--- src/rtl/bit_serial_add_ctrl_pkg.sv ---
// -----------------------------------------------------------------------------
// wallace_pkg
// Shared definitions for the bit-serial adder controller:
//   - state_e       : controller FSM states (IDLE, RUN, DONE)
//   - DEFAULT_WIDTH : default operand/result width
// Optional feature macro used by the design: BIT_SERIAL_SUB_EN
// -----------------------------------------------------------------------------
package wallace_pkg;

    localparam int DEFAULT_WIDTH = 32'd8;

    typedef enum logic [1:0] {
        IDLE = 2'd0,
        RUN  = 2'd1,
        DONE = 2'd2
    } state_e;

endpackage : wallace_pkg

--- src/rtl/bit_serial_add_ctrl_fa_cell.sv ---
// -----------------------------------------------------------------------------
// serial_fa_cell
// Combinational 1-bit full adder, reused once per RUN cycle by the controller.
// Ports:
//   a, b, cin : input  1  addend bits and carry-in
//   s         : output 1  sum bit
//   cout      : output 1  carry-out
// -----------------------------------------------------------------------------
module serial_fa_cell (
    input  logic a,
    input  logic b,
    input  logic cin,
    output logic s,
    output logic cout
);

    assign s    = a ^ b ^ cin;
    assign cout = (a & b) | (cin & (a ^ b));

endmodule : serial_fa_cell

--- src/rtl/bit_serial_add_ctrl.sv ---
// -----------------------------------------------------------------------------
// bit_serial_add_ctrl
// Bit-serial adder: accepts an operand pair, adds it LSB-first through a single
// shared full-adder cell over WIDTH cycles, then holds the result until taken.
//
// Optional feature: define BIT_SERIAL_SUB_EN to add the SUBTRACT port. With
// SUBTRACT=1 the result is A-B (two's complement); C=1 then means no borrow.
//
// Parameters:
//   WIDTH     : operand/result width (2..64)
// Ports:
//   clk       : input  1      clock, rising edge
//   rst_n     : input  1      synchronous active-low reset
//   in_valid  : input  1      operand pair present
//   in_ready  : output 1      controller idle, can accept operands
//   A, B      : input  WIDTH  operands
//   SUBTRACT  : input  1      (BIT_SERIAL_SUB_EN only) 1 = compute A-B
//   out_valid : output 1      S/C valid
//   out_ready : input  1      consumer takes result
//   S         : output WIDTH  sum
//   C         : output 1      carry-out of the MSB
//   busy      : output 1      operation in RUN or DONE
// -----------------------------------------------------------------------------
module bit_serial_add_ctrl
    import wallace_pkg::*;
#(
    parameter int WIDTH = DEFAULT_WIDTH
) (
    input  logic             clk,
    input  logic             rst_n,
    input  logic             in_valid,
    output logic             in_ready,
    input  logic [WIDTH-1:0] A,
    input  logic [WIDTH-1:0] B,
`ifdef BIT_SERIAL_SUB_EN
    input  logic             SUBTRACT,
`endif
    output logic             out_valid,
    input  logic             out_ready,
    output logic [WIDTH-1:0] S,
    output logic             C,
    output logic             busy
);

    // Counter is one bit wider than needed to index WIDTH bits so it can
    // never wrap before the terminal count is seen.
    localparam int            CW       = $clog2(WIDTH) + 1;
    localparam logic [CW-1:0] CNT_TERM = CW'(WIDTH - 1);
    localparam logic [CW-1:0] CNT_ONE  = CW'(1);

    state_e             state_q, state_d;
    logic [WIDTH-1:0]   a_sh_q, a_sh_d;
    logic [WIDTH-1:0]   b_sh_q, b_sh_d;
    logic [WIDTH-1:0]   s_q, s_d;
    logic               c_q, c_d;
    logic               carry_q, carry_d;
    logic               sub_q, sub_d;
    logic [CW-1:0]      cnt_q, cnt_d;
    logic               in_ready_q, out_valid_q, busy_q;

    logic               sub_in_s;
    logic               b_cell_s;
    logic               fa_sum_s;
    logic               fa_cout_s;

`ifdef BIT_SERIAL_SUB_EN
    assign sub_in_s = SUBTRACT;
`else
    assign sub_in_s = 1'b0;
`endif

    // Subtraction feeds inverted B bits; the +1 comes from the initial carry.
    assign b_cell_s = b_sh_q[0] ^ sub_q;

    serial_fa_cell u_fa (
        .a    (a_sh_q[0]),
        .b    (b_cell_s),
        .cin  (carry_q),
        .s    (fa_sum_s),
        .cout (fa_cout_s)
    );

    // Next-state and datapath next-value logic.
    always_comb begin
        state_d = state_q;
        a_sh_d  = a_sh_q;
        b_sh_d  = b_sh_q;
        s_d     = s_q;
        c_d     = c_q;
        carry_d = carry_q;
        sub_d   = sub_q;
        cnt_d   = cnt_q;

        case (state_q)
            IDLE: begin
                if (in_valid) begin
                    a_sh_d  = A;
                    b_sh_d  = B;
                    cnt_d   = {CW{1'b0}};
                    carry_d = sub_in_s;
                    sub_d   = sub_in_s;
                    state_d = RUN;
                end else begin
                    state_d = IDLE;
                end
            end

            RUN: begin
                // Sum bits enter at the MSB so bit 0 lands at S[0] after WIDTH shifts.
                s_d     = {fa_sum_s, s_q[WIDTH-1:1]};
                c_d     = fa_cout_s;
                carry_d = fa_cout_s;
                a_sh_d  = {1'b0, a_sh_q[WIDTH-1:1]};
                b_sh_d  = {1'b0, b_sh_q[WIDTH-1:1]};
                if (cnt_q == CNT_TERM) begin
                    state_d = DONE;
                end else begin
                    cnt_d   = cnt_q + CNT_ONE;
                    state_d = RUN;
                end
            end

            DONE: begin
                if (out_ready) begin
                    state_d = IDLE;
                end else begin
                    state_d = DONE;
                end
            end

            default: begin
                state_d = IDLE;
            end
        endcase
    end

    // FSM state register and registered handshake/status flags.
    always_ff @(posedge clk) begin
        if (!rst_n) begin
            state_q     <= IDLE;
            in_ready_q  <= 1'b1;
            out_valid_q <= 1'b0;
            busy_q      <= 1'b0;
        end else begin
            state_q     <= state_d;
            in_ready_q  <= (state_d == IDLE);
            out_valid_q <= (state_d == DONE);
            busy_q      <= (state_d == RUN) || (state_d == DONE);
        end
    end

    // Datapath registers: operand shifters, result, carry, counter.
    always_ff @(posedge clk) begin
        if (!rst_n) begin
            a_sh_q  <= {WIDTH{1'b0}};
            b_sh_q  <= {WIDTH{1'b0}};
            s_q     <= {WIDTH{1'b0}};
            c_q     <= 1'b0;
            carry_q <= 1'b0;
            sub_q   <= 1'b0;
            cnt_q   <= {CW{1'b0}};
        end else begin
            a_sh_q  <= a_sh_d;
            b_sh_q  <= b_sh_d;
            s_q     <= s_d;
            c_q     <= c_d;
            carry_q <= carry_d;
            sub_q   <= sub_d;
            cnt_q   <= cnt_d;
        end
    end

    assign in_ready  = in_ready_q;
    assign out_valid = out_valid_q;
    assign busy      = busy_q;
    assign S         = s_q;
    assign C         = c_q;

endmodule : bit_serial_add_ctrl

--- config.mk ---
export PLATFORM = sky130hd
export DESIGN_NAME = bit_serial_add_ctrl
export DESIGN_NICKNAME = d
export VERILOG_FILES = /design/src/rtl/bit_serial_add_ctrl_pkg.sv /design/src/rtl/bit_serial_add_ctrl_fa_cell.sv /design/src/rtl/bit_serial_add_ctrl.sv
export SDC_FILE = /design/constraint.sdc
export NUM_CORES = 1
export LEC_CHECK = 0
export ABC_AREA = 1
export BUFFER_PORTS_ARGS = -buffer_cell sky130_fd_sc_hd__buf_2
export CELL_PAD_IN_SITES_DETAIL_PLACEMENT = 1
export CELL_PAD_IN_SITES_GLOBAL_PLACEMENT = 1
export CORE_UTILIZATION = 44
export CTS_BUF_LIST = sky130_fd_sc_hd__clkbuf_2
export DETAILED_ROUTE_END_ITERATION = 10
export PLACE_DENSITY_LB_ADDON = 0.1
export SETUP_SLACK_MARGIN = 0.1
export SYNTH_ARGS = -nofsm -noshare
export SYNTH_HDL_FRONTEND = slang
export SYNTH_HIERARCHICAL = 1
export SYNTH_SLANG_ARGS = --single-unit
--- constraint.sdc ---
create_clock -name clk -period 2.59 [get_ports clk]
set_input_delay 0.518 -clock clk [delete_from_list [all_inputs] [get_ports clk]]
set_output_delay 0.518 -clock clk [all_outputs]
set_load 0.03 [all_outputs]
==> metrics.yaml, run 1 <==
min_period_ps: 1780
track_usage_pct: 19.62
ir_worst_vdd_mv: 0.2622
synth_area_leaders: "dfxtp_1, nand2_1, a21oi_2, nor2_1, a21oi_1"
slowest_delay_ps: 390
globalplace.congestion: 0.7642
antennaDiodeCount: 0
drt_wl_total_um: 3440
reg2reg_setup_slack_ps: 810
avgSynthCellArea_sq_um: 7.554
worstMarginPinSlew_ps: 930.4
r2r-end: "in_ready"
fin_skew_ps: 16.37
outcome: "finished, final reports clean"
clock_sinks: 35
netlist_area_sq_mm: 0.001602
antenna_found_initial: 0
yosys_warnings: 6
cts_tree: "yes"
cts_resized: 0
fmax_ghz: 0.5618
setup_viol: 0
cts-root-buf: "clkbuf_2"
reg2reg_depth: 7
syn_nets: 236
syn_inst: 212
power.total_mw: 1.035
cp_common_cell: "nor2_1"
dp.cells: 281
drtAntennaViolNets: 0
area_growth_pct: 10.00
drc: 0
firstDrtPassIters: 4
fin_nets: 266
criticalPathCategory: "register to register"
grt_max_degree: 26
grt_pass1_vias: 1368
max_slew_margin_pct: 37.91
mostFrequentLayoutCells: "nand2_1, dfxtp_1, buf_2, nor2_1, a21oi_2"
tns_ps: 0
dieWidth_um: 62.33
slowest_stage: "dfxtp_1"
numCtsBuffers: 5
drtIter0Drc: 79
slew_violations: 0
ios: 32
cp-end-kind: "register"
whs_endpoint: "a_sh_q[7]"
cp_max_fo: 5
post_cts_buffers: 0
synth.top_cell.area_share_pct: 43.75
path_delay_family: "simple AND/OR/NAND/NOR gates"
postCtsHoldBufs: 0
dieHeight_um: 62.33
synth_seq_cells: 35
die_area_sq_mm: 0.003885
overflow: 0
yosysUniqueCellTypes: 23
dr_total_vias: 1438
cap_viol_max_count: 0
arrival_ps: 2060
r2r_start: "cnt_q[0]"
htreeDepth: 2
clk_latency_ps: 380
final_common_cell: "nand2_1"
min_path_cells: 3
hold_class: "primary input to register"
grt_pass1_wl_um: 6037
post-route-period-util_pct: 68.73
leakagePower_nw: 0.8238
cts.reportedPaths.clkPinSlew_ps: 170
worst-path-buf-inv: 0
core-area_sq_mm: 0.003416
worst_ep_required_time_ps: 2870
path_cells: "ha_1 -> nand2_1 -> nor2_1 -> nor2_1 -> nor2_1 -> ha_1 -> or2_2"
wl_per_cell_um: 11.90
finalWorstSetupSlack_ps: 809.9
rows: 21
drive_above_1_share_pct: 23.87
synth_seq_area_share_pct: 43.75
clock_path_buffers: 2
holdCritStartpoint: "A[7]"
place.port_buffers: 31
cp-start-kind: "register"
dp_hpwl_um: 2443
vias_per_cell: 4.976
finalHoldViolations: 0
place_ws_ps: 863.5
start_util_pct: 46.89
yosysTopAreaCell: "dfxtp_1"
finalNonFillerCells: 289
p_per_area_mw_per_mm2: 587.5
rsz0062_at_grt: "false"
==> stage by stage <==
step	instance area [sq um]	utilization, %	hold slack [ps]
after floorplan	1602	-	438.9
after global placement	1722	50.40	452.1
after detailed placement	1722	50.40	461.5
after CTS	1762	51.58	358.8
after global routing	1762	51.58	367.4
final	1762	51.58	377.5
==> flip-flops by register name (all words and copies together), names as in the netlist, 2 cells and up <==
register and flops:
state_q 2, b_sh_q 8, a_sh_q 8, S 8
cnt_q 4
==> cell type report <==
class,count,area [sq um]
Sequential cell,35,700.7
Timing Repair Buffer,32,162.7
Fill cell,469,1654
Inverter,9,41.29
Clock buffer,5,25.02
Tap cell,46,57.56
Multi-Input combinational cell,159,759.5
Clock inverter,3,15.01
==> cell usage after synthesis <==
cell      instances
nor2_4            1
clkbuf_1          1
nand3_1           6
o21ai_0          10
buf_4             1
nor2_1           25
fa_1              1
buf_6             2
inv_1             6
ha_1              3
or2_2             2
buf_12            1
inv_8             1
nand2_4           2
clkbuf_8          3
a21oi_1          10
nand2_2           1
nand4_1           1
nand2_1          86
buf_2             1
dfxtp_1          35
a21oi_2          11
inv_2             2
==> power breakdown <==
part           switching (mW)  leakage (nW)  internal, mW
logic                   0.126         0.512        0.0635
clock network           0.190        0.0241        0.0602
registers              0.0216         0.287         0.574
==> worst register-to-register path, stage by stage, from the launching register on <==
cell and delay (ps):
dfxtp_1 390, ha_1 220, nand2_1 120, nor2_1 80
nor2_1 230, nor2_1 150, ha_1 220, or2_2 290
==> metal layers <==
| metal | track usage [%] | routed length [um] |
|---|---|---|
| met4 | 8.140 | 49 |
| met2 | 32.97 | 1574 |
| met1 | 23.54 | 1676 |
| met5 | 0 | 0 |
| met3 | 5.331 | 139 |
==> cell families (layout without fill, tap and decap cells) <==
group	after synthesis	after routing	share of synthesized area, %
buffers and inverters	18	49	8.828
adders and majority gates	4	4	3.594
and+or+nand+nor	124	124	31.56
AOI/OAI and AO/OA	31	31	12.27
DFF	35	35	43.75
==> how the worst max path moves through the flow <==
stage                        start  endpoint  slack (ps)  cells past startpoint
after CTS                 cnt_q[0]  in_ready         850                      7
after detailed placement     rst_n  in_ready         860                      3
after global routing      cnt_q[0]      busy         650                      8
after floorplan           cnt_q[0]  in_ready        1090                      7
final                     cnt_q[0]  in_ready         810                      7
after global placement       rst_n  in_ready         910                      3
No activity file was read; power rests on OpenSTA's default activity.
==> run 2, diff against run 1 <==
- CORE_UTILIZATION: 44 -> 37
- clock period: 2.59 -> 1.55 ns (I/O delays scaled with it)
==> run 2 against run 1 <==
Non-clock buffer count is 10 higher; critical endpoint unchanged; final cell count is 4.8% higher; clock skew hardly changed; largest cell class unchanged; hold slack worse by 230 ps; clock power is 76% higher; via count is 0.76% higher; total power is 72% higher.
==> metrics.yaml, run 2 (synthesis results as in run 1) <==
cap_viol_max_count: 0  # unchanged
final_common_cell: "nand2_1"
p_int_mw: 1.210  # +73%
rsz0062_at_grt: "false"
finalWorstSetupSlack_ps: 129.3  # -680.6 ps
dieWidth_um: 67.79  # +8.8%
final_area_sq_mm: 0.001897  # +7.7%
ios: 32  # unchanged
cp_max_fo: 2  # -3
core-area_sq_mm: 0.004086  # +20%
drive_above_1_share_pct: 32.81  # +8.9 points
rows: 23  # +9.5%
dr_total_vias: 1449  # +0.76%
globalplace.congestion: 0.7511  # -1.7%
antenna_found_initial: 0  # unchanged
slowest_delay_ps: 400  # about the same
wl_per_cell_um: 12.78  # +7.4%
clock_sinks: 35  # unchanged
dp_hpwl_um: 2606  # +6.7%
place_ws_ps: -60.85  # -924.4 ps
place.port_buffers: 31  # unchanged
criticalPathCategory: "register to register"
power_frac_clock_pct: 24.6  # +0.4 points
drc: 0  # unchanged
dieHeight_um: 67.79  # +8.8%
firstDrtPassIters: 4  # unchanged
post-route-period-util_pct: 91.66  # +23 points
drt_wl_total_um: 3873  # +13%
setup_viol: 0  # unchanged
cp-end-kind: "register"
drtIter0Drc: 55  # -30%
path_cells: "ha_4 -> nand2_4 -> nor2_4 -> nand2_2 -> nand2_2 -> inv_2 -> ha_2 -> or2_2"
grt_max_degree: 26  # unchanged
numCtsBuffers: 5  # unchanged
clock_path_buffers: 2  # unchanged
clk_latency_ps: 400  # +20 ps
slew_violations: 0  # unchanged
power_frac_seq_pct: 55.7  # -1.8 points
slowest_stage: "dfxtp_4"
cp-start-kind: "register"
hold_class: "primary input to register"
fmax_ghz: 0.7039  # +25%
track_usage_pct: 19.16  # -0.46 points
overflow: 0  # unchanged
p_per_area_mw_per_mm2: 940.9  # +60%
hold_ws_ps: 150.4  # -227.1 ps
area_growth_pct: 18.44
leakagePower_nw: 0.8987  # +9.1%
start_util_pct: 39.19  # -7.7 points
cts_tree: "yes"
fin_nets: 276  # +3.8%
outcome: "finished, final reports clean"
grt_pass1_vias: 1441  # +5.3%
arrival_ps: 1740  # -320 ps
fin_skew_ps: 16.73  # +0.3536 ps
cts-root-buf: "clkbuf_2"
drtAntennaViolNets: 0  # unchanged
max_slew_margin_pct: 83.20  # +45 points
postCtsHoldBufs: 0  # unchanged
die_area_sq_mm: 0.004595  # +18%
worstMarginPinSlew_ps: 249.4  # -681.0 ps
antennaDiodeCount: 0  # unchanged
cp_common_cell: "nand2_2"
min_period_ps: 1421  # -359.4 ps
postPlaceCellArea_sq_mm: 0.001777  # +3.2%
finalHoldViolations: 0  # unchanged
worst_ep_required_time_ps: 1870  # -1000 ps
cts.reportedPaths.clkPinSlew_ps: 190  # +20 ps
vias_per_cell: 4.782  # -3.9%
grt_pass1_wl_um: 6486  # +7.4%
p_sw_mw: 0.5750  # +70%
htreeDepth: 2  # unchanged
p_comb_share_pct: 19.7  # +1.4 points
mostFrequentLayoutCells: "nand2_1, dfxtp_1, buf_2, nor2_1, a21oi_2"
final_util_pct: 46.42  # -5.2 points
ir_worst_vdd_mv: 0.3308  # +26%
sw_frac_of_total_pct: 32.22  # -0.38 points
[run 2: cell types whose count changed in the layout (fill, tap and decap cells not counted), moves of 3 or more]
cell	before	now
buf_4	1	10
dfxtp_1	35	32
nand2_1	86	83
nor2_1	25	21
nor2_2	0	3
[run 2: layout make-up]
class                      count  area [sq um]
sequential                    35         709.4
multi-input combinational    159         802.0
fill                         557          2190
timing repair buffer          42         241.5
clock inverter                 1         5.005
tap                           50         62.56
clock buffer                   7         35.03
inverter                       9         41.29
[run 2: power by group through the flow]
stage / Clock [mW] / Sequential (mW) / Combinational, mW
5_1_grt: 0.491 / 1.00 / 0.400
2_1_floorplan: 0 / 1.05 / 0.217
6_report: 0.440 / 0.994 / 0.351
4_1_cts: 0.467 / 0.994 / 0.353
3_3_place_gp: 0 / 1.01 / 0.327
3_5_place_dp: 0 / 1.01 / 0.340
[run 2: repair_timing]
action	in CTS	in global routing
endpoints found under the setup margin	3	15
pin swaps	4	4
buffers inserted	5	0
gates resized for setup	8	6
[run 2: worst max-delay path, delay by kind of cell (launching register included)]
family	cells	cell delay [ps]
and+or+nand+nor	5	590
DFF	1	400
adders and majority gates	2	300
buffers and inverters	1	50
[run 2: path summary, 6_finish.rpt]
| check | from | to | slack, ps | cells past startpoint |
|---|---|---|---|---|
| worst max-delay path | cnt_q[0] | in_ready | 130 | 8 |
| worst min-delay path | A[7] | a_sh_q[7] | 150 | 3 |
| worst max register to register | cnt_q[0] | in_ready | 130 | 8 |
| worst min register to register | C | C | 480 | 2 |
[run 2: per-stage QoR]
stage	instances	setup TNS [ps]	power (mW)
finish	303	0	1.785
floorplan	212	0	1.269
global route	303	0	1.894
global placement	290	0	1.337
CTS	303	0	1.813
detailed placement	290	-60.85	1.354
[run 2: routing by layer]
metal,share of wire [%],GRT usage (%),wire length (um)
met5,0,0,0
met4,2.0,7.813,76
met3,4.2,5.068,162
met2,47,33.29,1803
met1,47,22.01,1831
==> run 3, diff against run 2 <==
- CORE_UTILIZATION: 37 -> 40
- clock period: 1.55 -> 1.4 ns (I/O delays scaled with it)
==> run 3 against run 2 <==
Total power grew 34%; critical path depth is the same; setup slack lost 100 ps; wire length grew 3.4%.
==> metrics.yaml, run 3 (synthesis results as in run 1) <==
arrival_ps: 1690  # -50 ps
ios: 32  # unchanged
start_util_pct: 42.78  # +3.6 points
max_slew_margin_pct: 83.51  # +0.31 points
antennaDiodeCount: 0  # unchanged
rsz0062_at_grt: "true"
power_frac_clock_pct: 35.3  # +11 points
cp-end-kind: "register"
overflow: 0  # unchanged
worstMarginPinSlew_ps: 244.8  # -4.545 ps
leakagePower_nw: 0.9503  # +5.7%
finalNonFillerCells: 306  # +0.99%
p_per_area_mw_per_mm2: 1162  # +24%
area_growth_pct: 28.05
p_comb_share_pct: 18.3  # -1.4 points
vias_per_cell: 4.725  # -1.2%
reg2reg_setup_slack_ps: 20  # -100 ps
cts_tree: "yes"
fin_skew_ps: 23.86  # +7.130 ps
grt_pass1_vias: 1545  # +7.2%
seqCellArea_sq_um: 714.4  # +0.71%
cts.reportedPaths.clkPinSlew_ps: 200  # about the same
worst-path-stages: 8  # unchanged
cp_max_fo: 3  # +1
timing.critical_path.from: "cnt_q[0]"
r2r-end: "in_ready"
core-area_sq_mm: 0.003744  # -8.4%
dieHeight_um: 65.28  # -3.7%
min_period_ps: 1376  # -45.15 ps
final_util_pct: 54.78  # +8.4 points
reg2reg_depth: 8  # unchanged
dp.cells: 291  # +0.34%
clk_latency_ps: 390  # about the same
r2r_start: "cnt_q[0]"
drc: 0  # unchanged
htreeDepth: 2  # unchanged
cts-root-buf: "clkbuf_2"
mostFrequentLayoutCells: "nand2_1, dfxtp_1, buf_2, nor2_1, buf_4"
hold_class: "primary input to register"
multi_input_area_sq_um: 842.1  # +5.0%
track_usage_pct: 20.58  # +1.4 points
drtAntennaViolNets: 0  # unchanged
grt_max_degree: 23  # -12%
endpoint: "in_ready"
path_delay_family: "simple AND/OR/NAND/NOR gates"
criticalPathCategory: "register to register"
hold_ws_ps: 136.0  # -14.39 ps
slew_violations: 0  # unchanged
clock_sinks: 35  # unchanged
globalplace.congestion: 0.7836  # +4.3%
postCtsHoldBufs: 0  # unchanged
grt_pass1_wl_um: 6603  # +1.8%
dr_total_vias: 1446  # -0.21%
worst_ep_required_time_ps: 1720  # -150 ps
firstDrtPassIters: 4  # unchanged
final_common_cell: "nand2_1"
p_int_mw: 1.729  # +43%
cp-start-kind: "register"
antenna_found_initial: 0  # unchanged
slowest_delay_ps: 390  # about the same
path_cells: "ha_4 -> nand2_4 -> nor2_4 -> nand2_2 -> nand2_2 -> inv_2 -> ha_4 -> or2_4"
fin_nets: 281  # +1.8%
fmax_ghz: 0.7270  # +3.3%
outcome: "finished, final reports clean"
drive_above_1_share_pct: 38.76  # +6.0 points
wl_per_cell_um: 13.08  # +2.3%
p_sw_mw: 0.6545  # +14%
post-route-period-util_pct: 98.25  # +6.6 points
nFillCells: 485  # -13%
finalHoldViolations: 0  # unchanged
ir_worst_vdd_mv: 0.5869  # +77%
cap_viol_max_count: 0  # unchanged
drt_wl_total_um: 4003  # +3.4%
setup_viol: 0  # unchanged
place.port_buffers: 31  # unchanged
sw_frac_of_total_pct: 27.46  # -4.8 points
numCtsBuffers: 5  # unchanged
power_frac_seq_pct: 46.5  # -9.2 points
die_area_sq_mm: 0.004261  # -7.3%
dp_hpwl_um: 2742  # +5.2%
worst-path-buf-inv: 1  # unchanged
dieWidth_um: 65.28  # -3.7%
rows: 22  # -4.3%
power.total_mw: 2.384  # +34%
slowest_stage: "dfxtp_2"
clock_path_buffers: 2  # unchanged
drtIter0Drc: 51  # -7.3%
==> run 3: cell count changes in the layout (fill, tap and decap cells not counted), sizes merged <==
cell    change
clkbuf      +4
bufinv      +2
clkinv      -1
==> run 3: metal layers <==
layer  wire length (um)  up-vias  track usage, %
li1                   -      751               -
met1               1811      672           22.07
met2               2019       18           37.11
met3                120        5           6.424
met4                 51        0           8.152
met5                  0        -               0
==> run 3: power groups by stage <==
| stage | Sequential (mW) | Combinational, mW | Clock (mW) |
|---|---|---|---|
| 2_1_floorplan | 1.17 | 0.249 | 0 |
| 3_3_place_gp | 1.12 | 0.381 | 0 |
| 3_5_place_dp | 1.12 | 0.399 | 0 |
| 4_1_cts | 1.10 | 0.416 | 0.862 |
| 5_1_grt | 1.12 | 0.488 | 0.913 |
| 6_report | 1.11 | 0.436 | 0.841 |
==> run 3: final cells by class <==
cell class	count	area share, %
timing repair buffer	47	14.77
multi-input combinational	159	41.06
clock inverter	2	2.929
tap	48	2.929
clock buffer	6	1.464
sequential	35	34.84
inverter	9	2.013
==> run 3: metrics by stage <==
step	setup slack [ps]	cell area, sq um	TNS, ps
finish	24.46	2051	0
global route	-15.58	2051	-15.58
floorplan	64.96	1647	0
global placement	43.52	1829	0
CTS	47.89	1977	0
detailed placement	-24.87	1829	-24.87
==> run 3: what timing repair did <==
item,4_1_cts,5_1_grt
setup endpoints to repair,20,20
endpoints found under the hold margin,0,0
resized for setup,8,26
pin swaps,4,0
setup buffers,4,3
==> run 3: worst min-delay path by stage <==
stage	start	end	slack, ps	cells past startpoint
2_1_floorplan	rst_n	cnt_q[0]	410	2
3_3_place_gp	b_sh_q[7]	b_sh_q[7]	450	2
3_5_place_dp	C	C	460	2
4_1_cts	A[7]	a_sh_q[7]	110	3
5_1_grt	A[7]	a_sh_q[7]	100	3
6_report	A[7]	a_sh_q[7]	140	3
==> run 3: worst register-to-register path, delay by kind of cell, from the launching register on <==
family / cells / cell delay (ps)
flops: 1 / 390
buf+inv: 1 / 50
simple gates: 5 / 600
fa+ha+maj: 2 / 300
